**src/rtl/voice_match_sched.sv**
```systemverilog
// Template search sequencer: streams the sample buffer against every directory template,
// scores each word pair with a per-byte threshold compare and reports the best template.
module voice_match_sched #(
    parameter int unsigned N_WORDS     = 256,
    parameter int unsigned N_TEMPLATES = 4,
    parameter int unsigned MIN_SCORE   = 512,
    parameter int unsigned SCORE_W     = $clog2(4 * N_WORDS + 1),
    parameter int unsigned TIDX_W      = (N_TEMPLATES > 1) ? $clog2(N_TEMPLATES) : 1
) (
    input  logic                                   i_clk,
    input  logic                                   i_rst_l,
    input  logic                                   i_start,
    input  logic                                   i_abort,
    output logic                                   o_busy,
    output logic                                   o_done,
    output logic                                   o_ram_rd,
    output logic [$clog2(N_WORDS)-1:0]             o_ram_addr,
    input  logic [31:0]                            i_ram_data,
    output logic                                   o_dir_rd,
    output logic [$clog2(N_WORDS*N_TEMPLATES)-1:0] o_dir_addr,
    input  logic [31:0]                            i_dir_data,
    output logic [TIDX_W-1:0]                      o_best_idx,
    output logic [SCORE_W-1:0]                     o_best_score,
    output logic                                   o_match
);

    localparam int unsigned AW     = $clog2(N_WORDS);
    localparam int unsigned DIR_AW = $clog2(N_WORDS * N_TEMPLATES);
    localparam int unsigned CAT_W  = AW + TIDX_W;

    typedef enum logic [2:0] {StIdle, StRun, StDrain, StEval, StDone} state_t;

    state_t              r_state;
    logic [AW-1:0]       r_w;
    logic [TIDX_W-1:0]   r_t;
    logic [SCORE_W-1:0]  r_acc;
    logic [TIDX_W-1:0]   r_best_idx;
    logic [SCORE_W-1:0]  r_best_score;
    logic [TIDX_W-1:0]   r_res_idx;
    logic [SCORE_W-1:0]  r_res_score;
    logic                r_res_match;
    logic                r_done;

    logic [7:0]          w_diff [4];
    logic [3:0]          w_hit;
    logic [2:0]          w_cmp;
    logic                w_last_w;
    logic                w_last_t;
    logic [CAT_W-1:0]    w_cat_addr;

    // Byte-threshold compare: count bytes whose absolute difference is at most 15.
    always_comb begin
        w_hit = '0;
        for (int i = 0; i < 4; i++) begin
            w_diff[i] = (i_ram_data[8*i +: 8] >= i_dir_data[8*i +: 8])
                      ? (i_ram_data[8*i +: 8] - i_dir_data[8*i +: 8])
                      : (i_dir_data[8*i +: 8] - i_ram_data[8*i +: 8]);
            w_hit[i]  = (w_diff[i] <= 8'd15);
        end
        w_cmp = 3'(w_hit[0]) + 3'(w_hit[1]) + 3'(w_hit[2]) + 3'(w_hit[3]);
    end

    assign w_last_w   = (r_w == AW'(N_WORDS - 1));
    assign w_last_t   = (r_t == TIDX_W'(N_TEMPLATES - 1));
    // N_WORDS is a power of two, so template*N_WORDS + word is a plain concatenation.
    assign w_cat_addr = {r_t, r_w};

    assign o_busy       = (r_state != StIdle);
    assign o_ram_rd     = (r_state == StRun);
    assign o_dir_rd     = (r_state == StRun);
    assign o_ram_addr   = r_w;
    assign o_dir_addr   = w_cat_addr[DIR_AW-1:0];
    assign o_done       = r_done;
    assign o_best_idx   = r_res_idx;
    assign o_best_score = r_res_score;
    assign o_match      = r_res_match;

    // Search FSM with counters, accumulator, running best and registered results.
    always_ff @(posedge i_clk or negedge i_rst_l) begin
        if (!i_rst_l) begin
            r_state      <= StIdle;
            r_w          <= '0;
            r_t          <= '0;
            r_acc        <= '0;
            r_best_idx   <= '0;
            r_best_score <= '0;
            r_res_idx    <= '0;
            r_res_score  <= '0;
            r_res_match  <= 1'b0;
            r_done       <= 1'b0;
        end else begin
            r_done <= 1'b0;
            if (i_abort && (r_state != StIdle)) begin
                r_state <= StIdle;
            end else begin
                unique case (r_state)
                    StIdle: begin
                        if (i_start) begin
                            r_state <= StRun;
                            r_t     <= '0;
                            r_w     <= '0;
                            r_acc   <= '0;
                        end
                    end
                    StRun: begin
                        // Data returned in the first RUN cycle is stale; skip it.
                        if (r_w != '0) begin
                            r_acc <= r_acc + SCORE_W'(w_cmp);
                        end
                        r_w <= r_w + 1'b1;
                        if (w_last_w) begin
                            r_state <= StDrain;
                        end
                    end
                    StDrain: begin
                        r_acc   <= r_acc + SCORE_W'(w_cmp);
                        r_state <= StEval;
                    end
                    StEval: begin
                        // Strict compare so ties keep the lower template index.
                        if ((r_t == '0) || (r_acc > r_best_score)) begin
                            r_best_idx   <= r_t;
                            r_best_score <= r_acc;
                        end
                        if (w_last_t) begin
                            r_state <= StDone;
                        end else begin
                            r_t     <= r_t + 1'b1;
                            r_w     <= '0;
                            r_acc   <= '0;
                            r_state <= StRun;
                        end
                    end
                    StDone: begin
                        r_done      <= 1'b1;
                        r_res_idx   <= r_best_idx;
                        r_res_score <= r_best_score;
                        r_res_match <= (32'(r_best_score) >= MIN_SCORE);
                        r_state     <= StIdle;
                    end
                    default: r_state <= StIdle;
                endcase
            end
        end
    end

endmodule

```
**config.mk**
```make
export PLATFORM = sky130hd
export DESIGN_NAME = voice_match_sched
export DESIGN_NICKNAME = d
export VERILOG_FILES = /design/src/rtl/voice_match_sched.sv
export SDC_FILE = /design/constraint.sdc
export NUM_CORES = 1
export LEC_CHECK = 0
export ABC_CLOCK_PERIOD_IN_PS = 2800
export CORE_MARGIN = 2
export CORE_UTILIZATION = 54
export CTS_CLUSTER_DIAMETER = 80
export DETAILED_ROUTE_END_ITERATION = 12
export PLACE_DENSITY_LB_ADDON = 0.1
export SYNTH_ARGS = -nofsm -noshare
export SYNTH_HDL_FRONTEND = slang
export SYNTH_SLANG_ARGS = --single-unit
export TNS_END_PERCENT = 20
```
**constraint.sdc**
```tcl
create_clock -name i_clk -period 2.8 [get_ports i_clk]
set_input_delay 0.42 -clock i_clk [delete_from_list [all_inputs] [get_ports i_clk]]
set_output_delay 0.42 -clock i_clk [all_outputs]
set_load 0.1 [all_outputs]
```
==> run metrics <==
status finished with violations; failing checks setup timing; worst vdd ir 339 uV; IO Pins 104; area grow syn2layout 43.6%; max-slew violations 0; maximum fanout along the worst path 3; M3 GR Usage 3.71%; Synth top area share 24.2%; fin cells 965; clk_lat worst skew 320 ps; post-synth cell types 66; Root Buffer clkbuf_8; adder-cell share of the synthesized area 21.8%; routed len/inst 14.3 um; via density per instance 5.48; Syn Nets 783; drt drc 0; Routed Antenna Nets 0; TritonCTS Buffers 5; Cells after Synth 628; number of flops mapped to enable cells by yosys 0; Fin. Hold Viols 0; Max Clock Freq 266 MHz; count of state elements after synthesis 52; CTS sink cnt 52; DRT iter0 DRCs 253; DP Wirelength 10700 um; core footprint 0.00973 mm2; n_diodes 0; footprint of the multi-input gates 0.00397 mm2; Worst Setup Start Kind input pin; worst path arrival time 3970 ps; Synth area leader dfrtp_1; syn_area_per_cell 8.56 um2; Synth Area in Simple Gates 16.9%; GPL Wtd Cong 0.863; CTS max path bufs 2; GR met2 Demand/Resource 50.2%; TritonRoute pass-1 iters 5; Synth Area in Compound Gates 18.1%; critical path endpoint category flop; RSZ-0062 raised after global routing true; die area 0.0108 mm2; kind of critical path in2reg; largest family of logic cells by synthesized area adder cells; Finish-stage setup viols 11; initial core utilization 55.2%; Primary FF master, synth dfrtp_1; clk slew on worst S/H paths 110 ps; P_leak 3.74 nW; number of instances in the placed design 944; Data required, critical path 3010 ps; final net count 986; # fillers 697; Total GRT Usage 26.2%; met1 usage 29.6%; Post-Synth XOR/XNOR Area 3.26%; register area 0.00130 mm2; ranking of synthesized cells by area dfrtp_1 24%, ha_1 18%, inv_1 6.8%; number of global-route vias before repair 5598; yosys warns 0; layout cells sized above 1 35.2%; total gr overflow 0; Slew @ Worst Pin 508 ps; Cell Area, Synth 0.00538 mm2; PD cells 340 mW/mm2; Tcrit/Tclk final 134%; Most Used Layer, Global Route met2; min-delay worst type in2async; Die Width 104 um; largest net degree at the start of global routing 43; Cell Rows 36; via count 5287; Worst Hold Slack 492 ps; Post-synth ARST share 100%; Max-Cap Viols 0; first-pass GRT wire length 24000 um; final setup margin -959 ps; port bufs 103; register area share after synthesis 24.2%; mux cell area share after synthesis 6.19%; Final min period 3760 ps; Rel. slew slack 66.1%; Die Y 104 um; skew final 15.2 ps; initial antenna violation count 0; CTS H-Tree Depth 2; CTS tree done; WL final 13800 um
## synthesized netlist by cell type, types with 9 or more instances
| cell | n |
|---|---|
| nor2b_1 | 13 |
| a21oi_1 | 33 |
| dfrtp_1 | 52 |
| a211oi_1 | 12 |
| nor2_1 | 43 |
| mux2_2 | 26 |
| fa_1 | 11 |
| nand2_1 | 23 |
| a21o_1 | 15 |
| xnor2_1 | 14 |
| nand4_1 | 13 |
| clkbuf_1 | 14 |
| inv_1 | 98 |
| ha_1 | 76 |
| o21ai_0 | 31 |
| nor3_1 | 16 |
| nand2b_1 | 9 |
| buf_4 | 10 |
## cell families (layout without fill, tap and decap cells)
logic type / after synthesis / count (layout)
buffers and inverters: 126 / 330
xor gates and xnor gates: 20 / 20
AOI/OAI and AO/OA: 145 / 145
muxes: 30 / 30
and+or+nand+nor: 168 / 168
adders and majority gates: 87 / 87
DFF: 52 / 52
## worst max-delay path, stage by stage
cell and delay [ps]:
buf_2 120, ha_4 260, o21ai_4 170, a211oi_2 60
o31a_1 320, or3_1 320, a2111oi_2 350, nor2b_1 110
fa_1 500, fa_2 380, inv_2 70, fa_2 210
nand4_1 200, nor3b_2 260, xnor2_1 140, nor2_1 70
## layout by cell type, fill, tap and decap left out, types with 13 or more instances in the layout
| cell type | instances |
|---|---|
| xnor2_1 | 14 |
| inv_2 | 17 |
| nand2_1 | 21 |
| nor2b_1 | 13 |
| buf_4 | 153 |
| dfrtp_1 | 52 |
| ha_4 | 13 |
| o21ai_0 | 22 |
| nand4_1 | 13 |
| dlygate4sd2_1 | 13 |
| mux2_2 | 25 |
| inv_1 | 78 |
| nor2_1 | 42 |
| clkdlybuf4s50_1 | 38 |
| a21o_1 | 15 |
| a21oi_1 | 25 |
| ha_1 | 61 |
## flip-flops by register name, indices dropped and copies added (netlist names)
name          count
r_acc            11
r_state           3
o_done            1
o_best_score     11
r_t               2
o_ram_addr        8
o_best_idx        2
r_best_idx        2
r_best_score     11
o_match           1
## power by group
group	internal [mW]	switching (mW)	leakage (nW)
sequential	0.776	0.0378	0.712
clock	0.184	0.267	0.0463
combinational	0.593	0.767	2.98
total	1.55	1.07	3.74
## cell type report
class	count	area share, %
sequential	52	16.9
clock buffer	5	0.892
tap	133	2.16
inverter	98	4.99
timing repair buffer	224	23.3
clock inverter	3	0.357
multi-input combinational	450	51.5
## through the flow
stage	setup TNS, ps	power (mW)	setup slack, ps	instance area, um2	util (%)
5_1_grt	-10080	2.78	-1160	7720	79.3
2_1_floorplan	-8950	1.61	-985	5510	-
4_1_cts	-7770	2.60	-922	7670	78.9
3_5_place_dp	-18730	2.06	-1930	7260	74.6
3_3_place_gp	-17660	2.03	-1800	7260	74.6
6_report	-7950	2.62	-959	7720	79.3
## final timing paths
| kind | slack (ps) | endpoint | start | cells past startpoint |
|---|---|---|---|---|
| min in group i_clk | 520 | o_best_score[3]$_DFFE_PN0P_ | o_best_score[3]$_DFFE_PN0P_ | 1 |
| max in group asynchronous | 1530 | r_best_score[1]$_DFFE_PN0P_ | i_rst_l | 3 |
| hold reg to reg | 520 | o_best_score[3]$_DFFE_PN0P_ | o_best_score[3]$_DFFE_PN0P_ | 1 |
| setup / recovery | -960 | r_acc[8]$_DFFE_PN0P_ | i_dir_data[2] | 16 |
| setup reg to reg | 410 | r_acc[8]$_DFFE_PN0P_ | r_acc[0]$_DFFE_PN0P_ | 9 |
| hold / removal | 490 | o_ram_addr[1]$_DFFE_PN0P_ | i_rst_l | 2 |
## routing by layer
metal | wire length, um | share of wire [%]
met3 | 613 | 4.4
met4 | 346 | 2.5
met2 | 7260 | 53
met5 | 0 | 0
met1 | 5560 | 40
## repair_timing
| action | 4_1_cts | 5_1_grt |
|---|---|---|
| pin swaps | 55 | 5 |
| hold endpoints to repair | 10 | 0 |
| setup buffers | 12 | 0 |
| gates resized for setup | 142 | 13 |
| endpoints found under the setup margin | 11 | 11 |
| cloned | 0 | 0 |
| hold buffers | 1 | 0 |
(Power assumes the default switching activity.)
